File: src/rtl/alu_muldiv_seq_if.sv
// alu_muldiv_seq_if: bundles the request/response handshake and the ALU
// operand/funct bus of the 16-bit multiply/divmod sequencer.
// master = environment side (client plus ALU), slave = the sequencer.
interface alu_muldiv_seq_if;
   logic        req_valid;
   logic        req_ready;
   logic        req_op;
   logic [7:0]  req_a;
   logic [7:0]  req_b;
   logic [7:0]  alu_a;
   logic [7:0]  alu_b;
   logic [2:0]  alu_funct;
   logic [7:0]  alu_result;
   logic        rsp_valid;
   logic        rsp_ready;
   logic [15:0] rsp_data;
   logic        rsp_err;

   modport master (
      output req_valid, req_op, req_a, req_b, rsp_ready, alu_result,
      input  req_ready, alu_a, alu_b, alu_funct, rsp_valid, rsp_data, rsp_err
   );

   modport slave (
      input  req_valid, req_op, req_a, req_b, rsp_ready, alu_result,
      output req_ready, alu_a, alu_b, alu_funct, rsp_valid, rsp_data, rsp_err
   );
endinterface

File: src/rtl/alu_muldiv_seq.sv
// alu_muldiv_seq: drives the 8-bit ALU through its funct-code protocol
// (compute, read high byte, read low byte) and returns one 16-bit result.
// Optional macro ALU_SEQ_DIVZERO_EN: divmod by zero short-circuits to an
// error response (rsp_data=16'hFFFF, rsp_err=1) without touching the ALU.
module alu_muldiv_seq #(
   parameter int HOLD = 1
) (
   input logic               clk,
   input logic               rst,
   alu_muldiv_seq_if.slave   bus
);

   localparam logic [2:0] F_PARK  = 3'b000;
   localparam logic [2:0] F_MUL   = 3'b100;
   localparam logic [2:0] F_DIV   = 3'b101;
   localparam logic [2:0] F_RD_HI = 3'b110;
   localparam logic [2:0] F_RD_LO = 3'b111;

   localparam logic [3:0] CNT_LOAD = 4'(HOLD - 1);

   typedef enum logic [2:0] {
      IDLE  = 3'd0,
      ISSUE = 3'd1,
      RD_HI = 3'd2,
      RD_LO = 3'd3,
      DONE  = 3'd4
   } state_t;

   state_t      state_q;
   logic [3:0]  cnt_q;
   logic        op_q;
   logic [7:0]  hi_q;
   logic        req_ready_q;
   logic        rsp_valid_q;
   logic [15:0] rsp_data_q;
   logic [7:0]  alu_a_q;
   logic [7:0]  alu_b_q;
   logic [2:0]  alu_funct_q;
   logic        accept_d;
   logic        hold_done_d;
   logic [3:0]  cnt_d;

   assign accept_d    = (state_q == IDLE) && bus.req_valid && req_ready_q;
   assign hold_done_d = (cnt_q == 4'd0);
   assign cnt_d       = hold_done_d ? CNT_LOAD : (cnt_q - 4'd1);

`ifdef ALU_SEQ_DIVZERO_EN
   logic rsp_err_q;
   logic divzero_d;

   assign divzero_d = bus.req_op && (bus.req_b == 8'd0);

   // Sequencer FSM with registered outputs; divide-by-zero bypasses the ALU.
   always_ff @(posedge clk or posedge rst) begin
      if (rst) begin
         state_q     <= IDLE;
         cnt_q       <= 4'd0;
         op_q        <= 1'b0;
         hi_q        <= 8'd0;
         req_ready_q <= 1'b0;
         rsp_valid_q <= 1'b0;
         rsp_data_q  <= 16'd0;
         rsp_err_q   <= 1'b0;
         alu_a_q     <= 8'd0;
         alu_b_q     <= 8'd0;
         alu_funct_q <= F_PARK;
      end else begin
         case (state_q)
            IDLE: begin
               alu_funct_q <= F_PARK;
               req_ready_q <= 1'b1;
               if (accept_d) begin
                  req_ready_q <= 1'b0;
                  alu_a_q     <= bus.req_a;
                  alu_b_q     <= bus.req_b;
                  op_q        <= bus.req_op;
                  cnt_q       <= CNT_LOAD;
                  if (divzero_d) begin
                     rsp_data_q  <= 16'hFFFF;
                     rsp_err_q   <= 1'b1;
                     rsp_valid_q <= 1'b1;
                     state_q     <= DONE;
                  end else begin
                     alu_funct_q <= bus.req_op ? F_DIV : F_MUL;
                     state_q     <= ISSUE;
                  end
               end
            end
            ISSUE: begin
               cnt_q <= cnt_d;
               if (hold_done_d) begin
                  alu_funct_q <= F_RD_HI;
                  state_q     <= RD_HI;
               end
            end
            RD_HI: begin
               cnt_q <= cnt_d;
               if (hold_done_d) begin
                  hi_q        <= bus.alu_result;
                  alu_funct_q <= F_RD_LO;
                  state_q     <= RD_LO;
               end
            end
            RD_LO: begin
               cnt_q <= cnt_d;
               if (hold_done_d) begin
                  rsp_data_q  <= {hi_q, bus.alu_result};
                  rsp_valid_q <= 1'b1;
                  alu_funct_q <= F_PARK;
                  state_q     <= DONE;
               end
            end
            DONE: begin
               alu_funct_q <= F_PARK;
               if (bus.rsp_ready) begin
                  rsp_valid_q <= 1'b0;
                  rsp_err_q   <= 1'b0;
                  req_ready_q <= 1'b1;
                  state_q     <= IDLE;
               end
            end
            default: begin
               state_q     <= IDLE;
               alu_funct_q <= F_PARK;
            end
         endcase
      end
   end

   assign bus.rsp_err = rsp_err_q;
`else
   // Sequencer FSM with registered outputs: park, compute, read hi, read lo.
   always_ff @(posedge clk or posedge rst) begin
      if (rst) begin
         state_q     <= IDLE;
         cnt_q       <= 4'd0;
         op_q        <= 1'b0;
         hi_q        <= 8'd0;
         req_ready_q <= 1'b0;
         rsp_valid_q <= 1'b0;
         rsp_data_q  <= 16'd0;
         alu_a_q     <= 8'd0;
         alu_b_q     <= 8'd0;
         alu_funct_q <= F_PARK;
      end else begin
         case (state_q)
            IDLE: begin
               alu_funct_q <= F_PARK;
               req_ready_q <= 1'b1;
               if (accept_d) begin
                  req_ready_q <= 1'b0;
                  alu_a_q     <= bus.req_a;
                  alu_b_q     <= bus.req_b;
                  op_q        <= bus.req_op;
                  cnt_q       <= CNT_LOAD;
                  alu_funct_q <= bus.req_op ? F_DIV : F_MUL;
                  state_q     <= ISSUE;
               end
            end
            ISSUE: begin
               cnt_q <= cnt_d;
               if (hold_done_d) begin
                  alu_funct_q <= F_RD_HI;
                  state_q     <= RD_HI;
               end
            end
            RD_HI: begin
               cnt_q <= cnt_d;
               if (hold_done_d) begin
                  hi_q        <= bus.alu_result;
                  alu_funct_q <= F_RD_LO;
                  state_q     <= RD_LO;
               end
            end
            RD_LO: begin
               cnt_q <= cnt_d;
               if (hold_done_d) begin
                  rsp_data_q  <= {hi_q, bus.alu_result};
                  rsp_valid_q <= 1'b1;
                  alu_funct_q <= F_PARK;
                  state_q     <= DONE;
               end
            end
            DONE: begin
               alu_funct_q <= F_PARK;
               if (bus.rsp_ready) begin
                  rsp_valid_q <= 1'b0;
                  req_ready_q <= 1'b1;
                  state_q     <= IDLE;
               end
            end
            default: begin
               state_q     <= IDLE;
               alu_funct_q <= F_PARK;
            end
         endcase
      end
   end

   // Without the zero check there is no error condition to report.
   assign bus.rsp_err = 1'b0;

   // op_q only matters for the compute code chosen at accept time.
   logic unused_op;
   assign unused_op = op_q;
`endif

   assign bus.req_ready = req_ready_q;
   assign bus.rsp_valid = rsp_valid_q;
   assign bus.rsp_data  = rsp_data_q;
   assign bus.alu_a     = alu_a_q;
   assign bus.alu_b     = alu_b_q;
   assign bus.alu_funct = alu_funct_q;

endmodule

File: src/flat_wrapper.sv
// flat-port wrapper written by rule: the top's interface ports become plain ports
module alu_muldiv_seq_flat 
#(
   parameter int HOLD = 1
)
  (clk, rst, bus_req_valid, bus_req_op, bus_req_a, bus_req_b, bus_rsp_ready, bus_alu_result, bus_req_ready, bus_alu_a, bus_alu_b, bus_alu_funct, bus_rsp_valid, bus_rsp_data, bus_rsp_err);
  alu_muldiv_seq_if bus_i ();
  input logic clk;
  input logic rst;
  input wire logic [$bits(bus_i.req_valid)-1:0] bus_req_valid;
  input wire logic [$bits(bus_i.req_op)-1:0] bus_req_op;
  input wire logic [$bits(bus_i.req_a)-1:0] bus_req_a;
  input wire logic [$bits(bus_i.req_b)-1:0] bus_req_b;
  input wire logic [$bits(bus_i.rsp_ready)-1:0] bus_rsp_ready;
  input wire logic [$bits(bus_i.alu_result)-1:0] bus_alu_result;
  output wire logic [$bits(bus_i.req_ready)-1:0] bus_req_ready;
  output wire logic [$bits(bus_i.alu_a)-1:0] bus_alu_a;
  output wire logic [$bits(bus_i.alu_b)-1:0] bus_alu_b;
  output wire logic [$bits(bus_i.alu_funct)-1:0] bus_alu_funct;
  output wire logic [$bits(bus_i.rsp_valid)-1:0] bus_rsp_valid;
  output wire logic [$bits(bus_i.rsp_data)-1:0] bus_rsp_data;
  output wire logic [$bits(bus_i.rsp_err)-1:0] bus_rsp_err;
  assign bus_i.req_valid = bus_req_valid;
  assign bus_i.req_op = bus_req_op;
  assign bus_i.req_a = bus_req_a;
  assign bus_i.req_b = bus_req_b;
  assign bus_i.rsp_ready = bus_rsp_ready;
  assign bus_i.alu_result = bus_alu_result;
  assign bus_req_ready = bus_i.req_ready;
  assign bus_alu_a = bus_i.alu_a;
  assign bus_alu_b = bus_i.alu_b;
  assign bus_alu_funct = bus_i.alu_funct;
  assign bus_rsp_valid = bus_i.rsp_valid;
  assign bus_rsp_data = bus_i.rsp_data;
  assign bus_rsp_err = bus_i.rsp_err;
  alu_muldiv_seq #(.HOLD(HOLD)) u_core (.clk(clk), .rst(rst), .bus(bus_i));
endmodule
File: config.mk
export PLATFORM = sky130hd
export DESIGN_NAME = alu_muldiv_seq_flat
export DESIGN_NICKNAME = d
export VERILOG_FILES = /design/src/rtl/alu_muldiv_seq_if.sv /design/src/rtl/alu_muldiv_seq.sv /design/src/flat_wrapper.sv
export SDC_FILE = /design/constraint.sdc
export NUM_CORES = 1
export LEC_CHECK = 0
export BUFFER_PORTS_ARGS = -buffer_cell sky130_fd_sc_hd__buf_4
export CORE_MARGIN = 4
export CORE_UTILIZATION = 35
export CTS_CLUSTER_SIZE = 24
export DETAILED_ROUTE_END_ITERATION = 10
export SYNTH_ARGS = -nofsm -noshare
export SYNTH_HDL_FRONTEND = slang
export SYNTH_SLANG_ARGS = --single-unit
File: constraint.sdc
create_clock -name clk -period 1.6 [get_ports clk]
set_input_delay 0.32 -clock clk [delete_from_list [all_inputs] [get_ports clk]]
set_output_delay 0.32 -clock clk [all_outputs]
set_load 0.02 [all_outputs]
=== Word level (Yosys, flattened, before mapping) ===
Index checks and enable logic that the tools add are counted.

* Output and inout bits: 38
* Flip-flop bits (word level): 52
* Input port bits: 29

* Reductions and logical operators: 16
* Mux-type cells: 21
* $add $sub $neg: 1
* Eq/ne operators: 9

{| class="wikitable"
|+ Operator list
! operator !! number
|-
| $mux 3 || 9
|-
| $pmux 3 s5 || 1
|-
| $pmux 3 s4 || 1
|-
| $reduce_and 2->1 || 5
|-
| $mux 4 || 2
|-
| $ne 2x1->1 const B || 4
|-
| $pmux 4 s2 || 1
|-
| $eq 3x2->1 const B || 2
|-
| $reduce_and 3->1 || 2
|-
| $reduce_bool 2->1 || 3
|-
| $mux 1 || 5
|-
| $reduce_and 5->1 || 1
|-
| $logic_not 4->1 || 1
|-
| $pmux 1 s2 || 2
|-
| $sub 4x1->4 const B || 1
|-
| $eq 3x1->1 const B || 1
|-
| $eq 3x3->1 const B || 1
|-
| $logic_not 3->1 || 1
|-
| $reduce_or 3->1 || 1
|-
| $logic_and 1x1->1 || 2
|-
| $ne 2x2->1 const B || 1
|}

=== Logic depth before layout (Yosys ltp) ===
* Word-level depth: 5
* Gate-level depth with buffers: 6
* Gate-level depth less buffers: 5

=== Worst setup path after synthesis ===
No wires, ideal clock.

* Path kind: register to register
* Start: register u_core.req_ready_q (netlist: u_core.bus.req_ready)
* End: register u_core.alu_a_q[0] (netlist: u_core.bus.alu_a[0])
* Cell stages (with the launch flop): 5
* Path buffers: 1
* Clock period less this slack: 1621 ps
* Required time: 1475 ps
* Arrival: 1496 ps
* Path slack: -21 ps
* Path through: dfrtp_1 > nand2_1 > nor4_4 > buf_6 > mux2_2

* Cells in the longest elaborated chain, start to end: 2

{| class="wikitable"
|+ Ends and longest elaborated chain
! element !! RTL line !! RTL
|-
| start, declared || alu_muldiv_seq.sv:33 || <nowiki>logic req_ready_q;</nowiki>
|-
| start signal, assigned || alu_muldiv_seq.sv:139 || <nowiki>req_ready_q <= 1'b0;</nowiki>
|-
| start signal, assigned || alu_muldiv_seq.sv:149 || <nowiki>req_ready_q <= 1'b1;</nowiki>
|-
| start signal, assigned || alu_muldiv_seq.sv:151 || <nowiki>req_ready_q <= 1'b0;</nowiki>
|-
| $logic_and 1x1->1 || alu_muldiv_seq.sv:43 || <nowiki>assign accept_d = (state_q == IDLE) && bus.req_valid && req_ready_q;</nowiki>
|-
| $reduce_and 2->1 (no source line) || -- ||
|-
| end signal, assigned || alu_muldiv_seq.sv:152 || <nowiki>alu_a_q <= bus.req_a;</nowiki>
|-
| end, declared || alu_muldiv_seq.sv:36 || <nowiki>logic [7:0] alu_a_q;</nowiki>
|}

Every way passes these cells.
A chain may end at the register's enable or synchronous reset.

=== Worst setup path in the final report ===
* Start: register u_core.cnt_q[1]
* End: register u_core.hi_q[3]

* Cells in the longest elaborated chain, start to end: 2

{| class="wikitable"
|+ Ends and longest elaborated chain
! element !! RTL line !! RTL
|-
| start, declared || alu_muldiv_seq.sv:30 || <nowiki>logic [3:0] cnt_q;</nowiki>
|-
| start signal, assigned || alu_muldiv_seq.sv:161 || <nowiki>cnt_q <= cnt_d;</nowiki>
|-
| start signal, assigned || alu_muldiv_seq.sv:168 || <nowiki>cnt_q <= cnt_d;</nowiki>
|-
| start signal, assigned || alu_muldiv_seq.sv:176 || <nowiki>cnt_q <= cnt_d;</nowiki>
|-
| $logic_not 4->1 || alu_muldiv_seq.sv:44 || <nowiki>assign hold_done_d = (cnt_q == 4'd0);</nowiki>
|-
| $reduce_and 2->1 (no source line) || -- ||
|-
| end signal, assigned || alu_muldiv_seq.sv:170 || <nowiki>hi_q <= bus.alu_result;</nowiki>
|-
| end, declared || alu_muldiv_seq.sv:32 || <nowiki>logic [7:0] hi_q;</nowiki>
|}

Every way passes these cells.

==> run_results.csv <==
group,metric,value,unit
synth,synth.distinct_cells,37,
synth,avgSynthCellArea,14.4,um2
synth,synth-seq-cells,52,
drt,drc,0,
outcome,status,"finished, final reports clean",
sta,fin_crit_sh,99.9,%
drt,firstDrtPassIters,2,
synth,synth_edf_count,0,
clock_network,cts_buffers,5,
job,cap_viol_max_count,0,
place,dpl.hpwl,3.29,mm
drt,drt_iter0_drc,37,
place,dp_cells,296,
final_layout,fin_cells,307,
critical_path,path_buf_inv,2,
sta,setup_viol,0,
sta,max_freq,625,MHz
synth,ys_seq_area_share,60.3,%
place,portBuffers,65,
critical_path,critPathMaxFanout,8,
synth,synthTopCellsByArea,"dfrtp_1 60%, mux2_2 19%, buf_6 1.6%",
critical_path,startpoint_type,"register",
synth,synthFlopType,"dfrtp_1",
critical_path,path_delay_family,"simple AND/OR/NAND/NOR gates",
final_layout,multi_input_comb_area,845,um2
sta,setup_slack,0.00119,ns
sta,hold_violations,0,
drt,route.antenna.remaining_nets,0,
floorplan,placementRows,28,
final_layout,antennaDiodeCount,0,
clock_network,clockRootBuffer,"clkbuf_8",
global_route,globalRouteOverflowTotal,0,
power,powerDensity,2110,nW/um2
global_route,grt_max_degree,53,
synth,ys_warn_count,0,
power,peakVddDrop,0.783,mV
sta,final.min_clock_period,1.60,ns
final_layout,nets,261,
critical_path,cp_slowest_cell,"dfrtp_1",
critical_path,arrival,1.78,ns
global_route,antenna_found_initial,0,
clock_network,htreeDepth,2,
synth,yosysMostFrequentCell,"dfrtp_1",
synth,syn_inst,150,
critical_path,crit_type,"reg2reg",
synth,synth_area,2160,um2
final_layout,final_area,3020,um2
sta,worst_hold_slack,0.0751,ns
critical_path,cp-end-kind,"register",
critical_path,path_cells,"inv_2 > ha_2 > nor3b_4 > and3b_2 > buf_12 > mux2_4",
sta,rsz0062_at_grt,"yes",
clock_network,cts_tree,"done",
clock_network,clk_pin_slew_worst_paths,0.09,ns
floorplan,io_pins,67,
clock_network,cts_hold_buffers,0,
power,p_leak,1.41,nW
global_route,grt_pass1_vias,1623,
clock_network,clkSinkCount,52,
sta,drv_slew,0,
final_layout,syn2layout_area_growth,40.1,%
floorplan,dieArea,7490,um2
place,place.gp.congestion,0.724,
floorplan,start_util,36.2,%
clock_network,cts_buffer_depth,2,
drt,num_vias,1473,
drt,detail_route.wl_per_cell,14.8,um
synth,ys_async_sr_fraction,100,%
clock_network,clkLatencyLatePin,0.30,ns
global_route,grt_usage,13.4,%
synth,synth_top_area_share,60.3,%
final_layout,fin_util,50.8,%
drt,vias_per_cell,4.80,
final_layout,nFillCells,534,
floorplan,die_x,86.5,um
critical_path,critPathMaxStageDelay,0.40,ns
global_route,grt_pass1_wl,7.90,mm
sta,skew,0.00463,ns
hold_path,hp-class,"in2async",
final_layout,register_area,1300,um2
critical_path,worstPathRequired,1.79,ns
final_layout,drive_gt1_share,59.9,%
place,placed_area,2830,um2
synth,synth_top_area_cell,"dfrtp_1",
drt,totalWireLength,4.54,mm
floorplan,die_h,86.5,um
synth,syn-num-nets,180,
place,dp_worst_setup_slack,-0.0623,ns
floorplan,core,5960,um2
synth,ys_top_cells_by_count,"52 x dfrtp_1, 37 x mux2_2, 5 x inv_1, 4 x buf_2, 4 x nor2_1",
tightest hold or removal path, cell delays in order:
cell and delay (ns):
buf_4 0.12, clkinvlp_4 0.07, buf_12 0.25
state kept, by name, summed over array words and instances, names as in the netlist:
name	cells
u_core.bus.rsp_data	16
u_core.bus.alu_a	8
u_core.bus.alu_b	8
u_core.hi_q	8
u_core.cnt_q	4
u_core.bus.alu_funct	3
u_core.state_q	3
u_core.bus.req_ready	1
u_core.bus.rsp_valid	1
layout make-up:
type | count | area share (%)
clock inverters | 2 | 1.16
well taps | 75 | 3.10
multi-input cells | 85 | 27.9
flip-flops and latches | 52 | 43.1
inverters | 5 | 0.745
clock buffers | 6 | 2.40
repair buffers | 82 | 21.6
cells by family after synthesis:
logic type               Yosys count  synth area share (%)
buffers and inverters             13                  3.71
multiplexers                      41                  21.3
AO/OA/AOI/OAI                     17                  5.57
AND/OR/NAND/NOR                   23                  7.54
other                              1                 0.174
adder cells (fa/ha/maj)            1                 0.580
XOR/XNOR                           2                 0.812
flip-flops                        52                  60.3
repair_timing:
action                                  4_1_cts  5_1_grt
resized for setup                             3       13
buffers inserted                              2        1
pin swaps                                     2        2
endpoints found under the hold margin         0        0
endpoints found under the setup margin        8       27
final timing paths:
check / slack (ns) / cells after the start / from / endpoint
min in group clk: 0.24 / 2 / bus_alu_result[4] / u_core.bus.rsp_data[4]
max reg2reg: 0.001 / 6 / u_core.cnt_q[1] / u_core.hi_q[3]
max: 0.001 / 6 / u_core.cnt_q[1] / u_core.hi_q[3]
min reg2reg: 0.50 / 1 / u_core.bus.rsp_data[6] / u_core.bus.rsp_data[6]
min: 0.08 / 3 / rst / u_core.bus.alu_b[1]
max in group asynchronous: 1.27 / 3 / rst / u_core.bus.req_ready
cell usage in the layout, fill, tap and decap left out, types with 2 or more instances in the layout:
cell	Yosys	final
a211oi_1	2	2
clkbuf_8	0	5
nand3b_1	2	2
dfrtp_1	52	51
nand2_1	3	2
o2bb2ai_1	3	2
nor2_1	4	4
mux2_2	37	29
a31oi_1	3	3
buf_4	1	79
a21oi_1	3	3
mux2_1	3	3
inv_1	5	3
xnor2_1	2	2
nor3_1	2	2
mux2_4	0	8
buf_12	0	3
per-layer routing:
layer | GRT usage (%) | wire (um) | vias to the layer above
li1 | - | - | 689
met1 | 17.0 | 1890 | 755
met2 | 22.1 | 2420 | 25
met3 | 3.42 | 175 | 4
met4 | 4.67 | 60 | 0
met5 | 0 | 0 | -
per-stage QoR:
step / power (mW) / setup TNS (ns)
after floorplan: 4.10 / 0
after global placement: 5.28 / -0.0000423
after detailed placement: 5.34 / -0.380
after CTS: 6.28 / 0
after global routing: 6.86 / -0.599
final: 6.38 / 0
where the power goes:
part / leakage, nW / switching [mW] / internal, mW
clock: 0.0552 / 0.409 / 0.464
combinational: 0.724 / 1.48 / 1.70
sequential: 0.635 / 0.398 / 1.94
No activity file was read; power rests on OpenSTA's default activity.
